**src/rtl/gcd_pkg.sv**
```systemverilog
// gcd_pkg: shared definitions for the GCD sequencer and its helpers.
//   - gcd_seq_state_e      : sequencer FSM states
//   - GCD_DATA_WIDTH       : default operand/result width
//   - GCD_CNT_WIDTH        : default iteration counter width
//   - GCD_TIMEOUT_CYCLES   : default WAIT-cycle limit (GCD_SEQ_TIMEOUT_EN builds)
//   - GCD_BLANK_CYCLES     : leading WAIT cycles in which core_valid is ignored
package gcd_pkg;

  localparam int GCD_DATA_WIDTH     = 8;
  localparam int GCD_CNT_WIDTH      = 16;
  localparam int GCD_TIMEOUT_CYCLES = 1024;

  // The core may still show the previous pair's valid during the first
  // WAIT cycle, so that many cycles are masked before a result is trusted.
  localparam int GCD_BLANK_CYCLES   = 1;

  typedef enum logic [1:0] {
    IDLE,
    START,
    WAIT,
    DONE
  } gcd_seq_state_e;

endpackage

```
**src/rtl/gcd_seq_out_reg.sv**
```systemverilog
// gcd_seq_out_reg: single-entry valid/ready holding register.
//   clk, reset  : clock, asynchronous active-high reset
//   load        : capture load_data and raise valid on this edge
//   load_data   : payload to capture
//   ready       : downstream accepts the held payload
//   valid, data : held payload and its valid flag
// A load wins over a simultaneous drain so no result is ever lost.
module gcd_seq_out_reg #(
  parameter int WIDTH = 8
) (
  input  logic             clk,
  input  logic             reset,
  input  logic             load,
  input  logic [WIDTH-1:0] load_data,
  input  logic             ready,
  output logic             valid,
  output logic [WIDTH-1:0] data
);

  // Payload stays stable while valid is high; it only changes on a load.
  always_ff @(posedge clk or posedge reset) begin
    if (reset) begin
      valid <= 1'b0;
      data  <= '0;
    end else if (load) begin
      valid <= 1'b1;
      data  <= load_data;
    end else if (ready) begin
      valid <= 1'b0;
    end
  end

endmodule

```
**src/rtl/gcd_sequencer.sv**
```systemverilog
// gcd_sequencer: initiator-side controller for the enable/valid GCD core.
//   clk, reset            : clock, asynchronous active-high reset
//   in_valid/in_ready     : upstream operand stream, operands in_a/in_b
//   core_enable           : one-cycle start pulse to the core
//   core_a/core_b         : registered operands, stable from START to DONE
//   core_valid/core_y     : core result (level valid, held until next enable)
//   out_valid/out_ready   : downstream result stream
//   out_y                 : captured GCD
//   out_cycles            : WAIT edges until capture, saturating
//   out_err               : timeout flag
// Optional feature macro: GCD_SEQ_TIMEOUT_EN. When defined, a WAIT lasting
// TIMEOUT_CYCLES edges without core_valid completes with out_err = 1 and
// out_y = 0. When undefined, WAIT lasts indefinitely and out_err is tied 0.
module gcd_sequencer
  import gcd_pkg::*;
#(
  parameter int DATA_WIDTH     = GCD_DATA_WIDTH,
  parameter int CNT_WIDTH      = GCD_CNT_WIDTH,
  parameter int TIMEOUT_CYCLES = GCD_TIMEOUT_CYCLES
) (
  input  logic                  clk,
  input  logic                  reset,
  input  logic                  in_valid,
  output logic                  in_ready,
  input  logic [DATA_WIDTH-1:0] in_a,
  input  logic [DATA_WIDTH-1:0] in_b,
  output logic                  core_enable,
  output logic [DATA_WIDTH-1:0] core_a,
  output logic [DATA_WIDTH-1:0] core_b,
  input  logic                  core_valid,
  input  logic [DATA_WIDTH-1:0] core_y,
  output logic                  out_valid,
  input  logic                  out_ready,
  output logic [DATA_WIDTH-1:0] out_y,
  output logic [CNT_WIDTH-1:0]  out_cycles,
  output logic                  out_err
);

  gcd_seq_state_e        state;
  logic [CNT_WIDTH-1:0]  count;
  logic [CNT_WIDTH-1:0]  count_next;
  logic                  blanked;
  logic                  valid_hit;
  logic                  capture;
  logic                  accept;
  logic [DATA_WIDTH-1:0] cap_y;

  // count_next doubles as the reported cycle count: it includes the
  // capture edge itself and saturates at all-ones.
  assign count_next = (&count) ? count : count + CNT_WIDTH'(1);
  assign blanked    = (count < CNT_WIDTH'(GCD_BLANK_CYCLES));
  assign valid_hit  = (state == WAIT) && !blanked && core_valid;

  // A new pair is taken only in IDLE, and only if the result slot is free
  // or is being drained on this same edge.
  assign in_ready = !reset && (state == IDLE) && (!out_valid || out_ready);
  assign accept   = in_valid && in_ready;

`ifdef GCD_SEQ_TIMEOUT_EN
  localparam logic [CNT_WIDTH-1:0] TIMEOUT_LIMIT = CNT_WIDTH'(TIMEOUT_CYCLES);
  localparam int PAY_W = DATA_WIDTH + CNT_WIDTH + 1;

  logic             timeout_hit;
  logic [PAY_W-1:0] cap_payload;
  logic [PAY_W-1:0] held_payload;

  // A genuine result on the limit edge takes priority over the timeout.
  assign timeout_hit = (state == WAIT) && !valid_hit && (count_next == TIMEOUT_LIMIT);
  assign capture     = valid_hit || timeout_hit;
  assign cap_y       = valid_hit ? core_y : '0;
  assign cap_payload = {timeout_hit, count_next, cap_y};
  assign {out_err, out_cycles, out_y} = held_payload;
`else
  localparam int PAY_W = DATA_WIDTH + CNT_WIDTH;

  logic [PAY_W-1:0] cap_payload;
  logic [PAY_W-1:0] held_payload;

  assign capture     = valid_hit;
  assign cap_y       = core_y;
  assign cap_payload = {count_next, cap_y};
  assign {out_cycles, out_y} = held_payload;
  assign out_err     = 1'b0;
`endif

  // Sequencer FSM. core_enable is registered: it rises on the acceptance
  // edge and falls on the START->WAIT edge, giving exactly one cycle.
  always_ff @(posedge clk or posedge reset) begin
    if (reset) begin
      state       <= IDLE;
      core_enable <= 1'b0;
      core_a      <= '0;
      core_b      <= '0;
      count       <= '0;
    end else begin
      case (state)
        IDLE: begin
          if (accept) begin
            core_a      <= in_a;
            core_b      <= in_b;
            core_enable <= 1'b1;
            state       <= START;
          end
        end
        START: begin
          core_enable <= 1'b0;
          count       <= '0;
          state       <= WAIT;
        end
        WAIT: begin
          count <= count_next;
          if (capture) begin
            state <= DONE;
          end
        end
        DONE: begin
          state <= IDLE;
        end
        default: begin
          state <= IDLE;
        end
      endcase
    end
  end

  gcd_seq_out_reg #(
    .WIDTH(PAY_W)
  ) u_out_reg (
    .clk      (clk),
    .reset    (reset),
    .load     (capture),
    .load_data(cap_payload),
    .ready    (out_ready),
    .valid    (out_valid),
    .data     (held_payload)
  );

endmodule

```
**config.mk**
```make
export PLATFORM = sky130hd
export DESIGN_NAME = gcd_sequencer
export DESIGN_NICKNAME = d
export VERILOG_FILES = /design/src/rtl/gcd_pkg.sv /design/src/rtl/gcd_seq_out_reg.sv /design/src/rtl/gcd_sequencer.sv
export SDC_FILE = /design/constraint.sdc
export NUM_CORES = 1
export LEC_CHECK = 0
export CAP_MARGIN = 20
export CORE_ASPECT_RATIO = 1.4
export CORE_MARGIN = 2
export CORE_UTILIZATION = 46
export CTS_CLUSTER_SIZE = 16
export DETAILED_ROUTE_END_ITERATION = 6
export GPL_TIMING_DRIVEN = 0
export PLACE_DENSITY = 0.77
export SETUP_SLACK_MARGIN = 0.4
export SYNTH_ARGS = -nofsm -noshare
export SYNTH_HDL_FRONTEND = slang
export SYNTH_HIERARCHICAL = 1
export SYNTH_SLANG_ARGS = --single-unit
export TNS_END_PERCENT = 5
```
**constraint.sdc**
```tcl
create_clock -name clk -period 1.9 [get_ports clk]
set_input_delay 0.38 -clock clk [delete_from_list [all_inputs] [get_ports clk]]
set_output_delay 0.38 -clock clk [all_outputs]
set_load 0.02 [all_outputs]
```
### Yosys cells after proc, flatten, opt, wreduce, memory -nomap -nowiden

Cells that the tools add are included.

| storage, ports and cells | value |
|---|---|
| flip-flop bits (word level) | 60 |
| bits of input ports | 29 |
| output and inout port bits | 44 |
| logic and storage cells | 40 |

| operators by class | value |
|---|---|
| add/sub/neg operators | 1 |
| magnitude comparators | 1 |
| eq/ne operators | 5 |
| multiplexer cells | 9 |
| reductions and logical operators | 17 |

Operator list:

| operator | number |
|---|---|
| 16-bit one-hot mux with 2 select lines | 1 |
| 16-bit by 1-bit adder with 16-bit output (second input constant) | 1 |
| 16-bit by 1-bit < comparator with 1-bit output (second input constant) | 1 |
| 16-bit 2-to-1 mux | 1 |
| 16-bit AND reduction | 1 |
| 2-bit one-hot mux with 4 select lines | 1 |
| 2-bit AND reduction | 3 |
| 2-bit nonzero test | 3 |
| 1-bit logical AND | 5 |
| 2-bit equality test (second input constant) | 2 |
| 2-bit 2-to-1 mux | 2 |
| 2-bit inequality test (second input constant) | 2 |
| 1-bit logical NOT | 3 |
| 1-bit 2-to-1 mux | 3 |
| 2-bit by 1-bit equality test with 1-bit output (second input constant) | 1 |
| 2-bit logical NOT | 1 |
| 1-bit one-hot mux with 2 select lines | 1 |
| 1-bit logical OR | 1 |

### Logic depth before layout (Yosys ltp)

| depth | value |
|---|---|
| depth in word-level cells | 6 |
| mapped depth | 8 |
| mapped depth without buffers | 6 |

### Hierarchy

The synthesis kept the hierarchy.

Modules (own cells, without submodules):

| module | times used | cells an instance | area each (sq um) | sequential area each (sq um) |
|---|---|---|---|---|
| gcd_sequencer | 1 | 219 | 2219.6 | 875.8 |
| gcd_seq_out_reg | 1 | 55 | 1033.5 | 625.6 |

### Least setup slack after synthesis

OpenSTA, ideal clock, no wires.

| timing | value |
|---|---|
| path kind | input -> register |
| start point | in reset |
| end point | reg core_a[5] |
| library setup time | 125 ps |
| data arrival time | 2126 ps |
| required time | 1775 ps |
| slack | -350 ps |
| cell stages on the path | 5 |
| path buffers | 1 |
| path through | inv_1 and2_1 nand3_1 buf_2 mux2_2 |

| on the way | value |
|---|---|
| word-level cells in the longest chain between the ends | 5 |

RTL lines:

| what | RTL line | RTL |
|---|---|---|
| start, declared | gcd_sequencer.sv:22 | `input logic reset,` |
| 1-bit logical NOT (no line) | -- |  |
| 1-bit logical AND (2 in series) | gcd_sequencer.sv:56 | `assign in_ready = !reset && (state == IDLE) && (!out_valid \|\| out_ready);` |
| 1-bit logical AND | gcd_sequencer.sv:57 | `assign accept = in_valid && in_ready;` |
| 2-bit AND reduction (no line) | -- |  |
| end signal, assigned | gcd_sequencer.sv:99 | `core_a <= in_a;` |
| end, declared | gcd_sequencer.sv:28 | `output logic [DATA_WIDTH-1:0] core_a,` |

No other way between the ends.
A chain may end at the register's enable or synchronous reset.

### Worst setup path in the final report

| timing | value |
|---|---|
| start point | reg count[0] |
| end point | reg u_out_reg.data[17] |

| on the way | value |
|---|---|
| word-level cells in the longest chain between the ends | 4 |
| elaborated cells between the ends (all ways) | 7 |
| classes of those cells | add/sub (1); order compare (1); mux (1); reduce/logical (4) |

RTL lines:

| what | RTL line | RTL |
|---|---|---|
| start, declared | gcd_sequencer.sv:40 | `logic [CNT_WIDTH-1:0] count;` |
| start signal, assigned | gcd_sequencer.sv:111 | `count <= count_next;` |
| 16-bit by 1-bit < comparator with 1-bit output | gcd_sequencer.sv:51 | `assign blanked = (count < CNT_WIDTH'(GCD_BLANK_CYCLES));` |
| 1-bit logical NOT | gcd_sequencer.sv:52 | `assign valid_hit = (state == WAIT) && !blanked && core_valid;` |
| 1-bit logical AND (2 in series) | gcd_sequencer.sv:52 |  |
| via capture | gcd_sequencer.sv:44 | `logic capture;` |
| end signal, assigned | gcd_seq_out_reg.sv:27 | `data <= load_data;` |
| end, declared | gcd_seq_out_reg.sv:17 | `output logic [WIDTH-1:0] data` |

The timed path passes the listed nets, and every way through them passes these cells.

==> flow_metrics.env <==
export IMPL_outcome="complete, but fails checks"
export IMPL_violations="negative setup slack"
export IMPL_start_util_pct=47.2
export IMPL_syn_instance_count=274
export IMPL_rows=36
export IMPL_cts_buffers=9
export IMPL_die_area_um2=7770
export IMPL_synth_xor_area_share_pct=2.69
export IMPL_synth_area_leaders="dfrtp_1 46%, mux2_4 8.8%, mux2_2 7.6%"
export IMPL_drv_cap=0
export IMPL_ys_warn_count=6
export IMPL_ios=73
export IMPL_holdCritPathClass="input pin to asynchronous set/reset pin"
export IMPL_grt_ovfl_total=0
export IMPL_rsz0062_at_grt="true"
export IMPL_synth_top_area_share_pct=46.2
export IMPL_worst_pin_slew_ns=0.874
export IMPL_finalPower_w=0.00557
export IMPL_post_dp_cell_area_um2=4150
export IMPL_slew_violations=0
export IMPL_cts_buffer_depth=2
export IMPL_place_ws_ns=-1.12
export IMPL_cts_sinks=60
export IMPL_drtPass1Iterations=4
export IMPL_ys_async_sr_fraction_pct=100
export IMPL_rrSetupSlack_ns=-0.1
export IMPL_fin_worst_skew_ns=0.00640
export IMPL_seq_area_frac_synth_pct=46.2
export IMPL_cp_start_kind="register"
export IMPL_final_common_cell="dfrtp_1"
export IMPL_grt_max_degree=26
export IMPL_insertedDiodeCount=0
export IMPL_setup_tns_ns=-1.72
export IMPL_coreArea_um2=6890
export IMPL_cts_tree="done"
export IMPL_setup_viol=23
export IMPL_avgRoutedWirePerCell_um=18.2
export IMPL_cp_end_kind="register"
export IMPL_path_clk_slew_ns=0.07
export IMPL_ff2ff_path_depth=8
export IMPL_slew_headroom_pct=41.4
export IMPL_antenna_left=0
export IMPL_synth_edf_count=0
export IMPL_via_per_inst=5.57
export IMPL_htree_levels=3
export IMPL_place_gp_congestion=0.861
export IMPL_grt_pass1_wl_um=12400
export IMPL_r2r_start="count[0]"
export IMPL_cts_root_buf="clkbuf_8"
export IMPL_dp_cells=440
export IMPL_area_growth_pct=51.3
export IMPL_synth_ff_type="dfrtp_1"
export IMPL_yosysUniqueCellTypes=55
export IMPL_fin_ws_ns=-0.0996
export IMPL_design_area_um2=4920
export IMPL_ir_worst_vdd_mv=0.604
export IMPL_final_period_utilization_pct=105
export IMPL_grt_pass1_vias=2632
export IMPL_p_per_area_nw_per_um2=1130
export IMPL_final_hold_viol_count=0
export IMPL_r2r_end="u_out_reg/data[17]"
export IMPL_cp_max_fo=6
export IMPL_crit_type="register to register"
export IMPL_synth_compound_area_share_pct=11.0
export IMPL_required_ns=2.12
export IMPL_chipWidth_um=75.1
export IMPL_synth_top_family_by_area="multiplexers"
export IMPL_vias=2649
export IMPL_synth_simple_gate_area_share_pct=12.7
export IMPL_grt_total_usage_pct=20.8
export IMPL_muxShareOfSynthArea_pct=17.3
export IMPL_critPathLaunch="count[0]"
export IMPL_p_leak_nw=2.70
export IMPL_layout_common_cells="54 x dfrtp_1, 43 x dlymetal6s2s_1, 28 x mux2_4, 26 x clkdlybuf4s50_1, 15 x buf_4"
export IMPL_synth_largest_area_cell="dfrtp_1"
export IMPL_port_buffer_count=71
export IMPL_stdcell_count=476
export IMPL_drc_errors=0
export IMPL_synthesis_nets=309
export IMPL_grt_antenna_before_repair=0
export IMPL_final_nets=412
export IMPL_fp_dieH_um=104
export IMPL_ys_ff_latch=60
export IMPL_cp_arrival_ns=2.22
export IMPL_drive_above_1_share_pct=36.2
export IMPL_drtIter0Drc=134
export IMPL_synth_area_per_cell_um2=11.9
export IMPL_place_hpwl_um=4890
export IMPL_timing_fmax_mhz=500
export IMPL_finalCriticalPeriod_ns=2.00
export IMPL_clock_latency_ns=0.34
export IMPL_syn_area_um2=3250
export IMPL_synthAdderAreaFrac_pct=2.31
export IMPL_finalWirelength_um=8640
synth_stat cells, types with 2 or more instances:
cell       count
dfrtp_1       60
mux2_2        22
mux2_4        19
nand2_1       14
inv_1         13
nor2_1        12
a21oi_1        9
nand3_1        9
o21ai_0        9
nand4_1        8
ha_1           6
xnor2_1        6
buf_6          5
nor3_1         5
buf_4          4
o31ai_1        4
xor2_1         4
a22o_1         3
a2bb2oi_1      3
a31oi_1        3
a41oi_1        3
and4_1         3
buf_2          3
clkbuf_8       3
mux2i_1        3
nor4_1         3
and2_1         2
and3_1         2
buf_12         2
clkbuf_1       2
clkbuf_2       2
nand4_2        2
o211ai_1       2
o311ai_0       2
or3_1          2
cell families after synthesis:
logic type / after synthesis
buffers and inverters: 35
AND/OR/NAND/NOR: 71
other: 1
flip-flops: 60
XOR/XNOR: 10
adder cells (fa/ha/maj): 6
AO/OA/AOI/OAI: 47
multiplexers: 44
cell type report:
cell class | instances | area, um^2
timing repair buffer | 91 | 1080
timing repair inverter | 1 | 5.00
sequential | 60 | 1510
clock buffer | 13 | 159
buffer | 21 | 256
fill | 459 | 1970
tap | 95 | 119
clock inverter | 2 | 10.0
inverter | 14 | 60.1
multi-input combinational | 179 | 1730
layer usage:
metal | vias to the layer above | routed length [um] | GRT usage, %
li1 | 1203 | - | -
met1 | 1299 | 3340 | 24.6
met2 | 127 | 4490 | 33.5
met3 | 20 | 640 | 5.06
met4 | 0 | 170 | 11.9
met5 | - | 0 | 0
power by group:
| part | switching (W) | internal (W) |
|---|---|---|
| logic | 0.00139 | 0.00138 |
| clock network | 0.000464 | 0.000533 |
| registers | 0.000184 | 0.00162 |
| total | 0.00204 | 0.00353 |
registers in the layout, indices dropped and copies added (netlist names):
register / cells
state: 2
core_a: 8
count: 16
u_out_reg/data: 24
core_enable: 1
core_b: 8
u_out_reg/valid: 1
how the worst max path moves through the flow:
stage / to / slack [ns] / cells past startpoint
3_3_place_gp: in_ready / -1.12 / 4
3_5_place_dp: in_ready / -1.12 / 4
2_1_floorplan: core_a[5] / -0.06 / 5
4_1_cts: u_out_reg/data[18] / 0.01 / 8
5_1_grt: u_out_reg/data[1] / -0.17 / 8
6_report: u_out_reg/data[17] / -0.1 / 8
through the flow:
stage / hold WS [ns] / util (%)
final: 0.0979 / 71.4
after global routing: 0.118 / 71.4
after CTS: 0.244 / 66.0
after detailed placement: 0.490 / 60.1
after global placement: 0.488 / 60.1
after floorplan: 0.338 / -
what timing repair did:
item                                    4_1_cts  5_1_grt
cloned                                        2        1
setup buffers                                11        6
endpoints found under the setup margin      103      102
hold buffers                                  0        0
gates resized for setup                      31       92
pin swaps                                     7       29
critical path, stage by stage, from the launching register on:
cell       delay, ns
dfrtp_2         0.45
inv_2           0.10
ha_4            0.12
nor4b_4         0.24
a41oi_2         0.18
and2_4          0.21
buf_12          0.14
clkbuf_16       0.16
mux2_4          0.29
(Power assumes the default switching activity.)
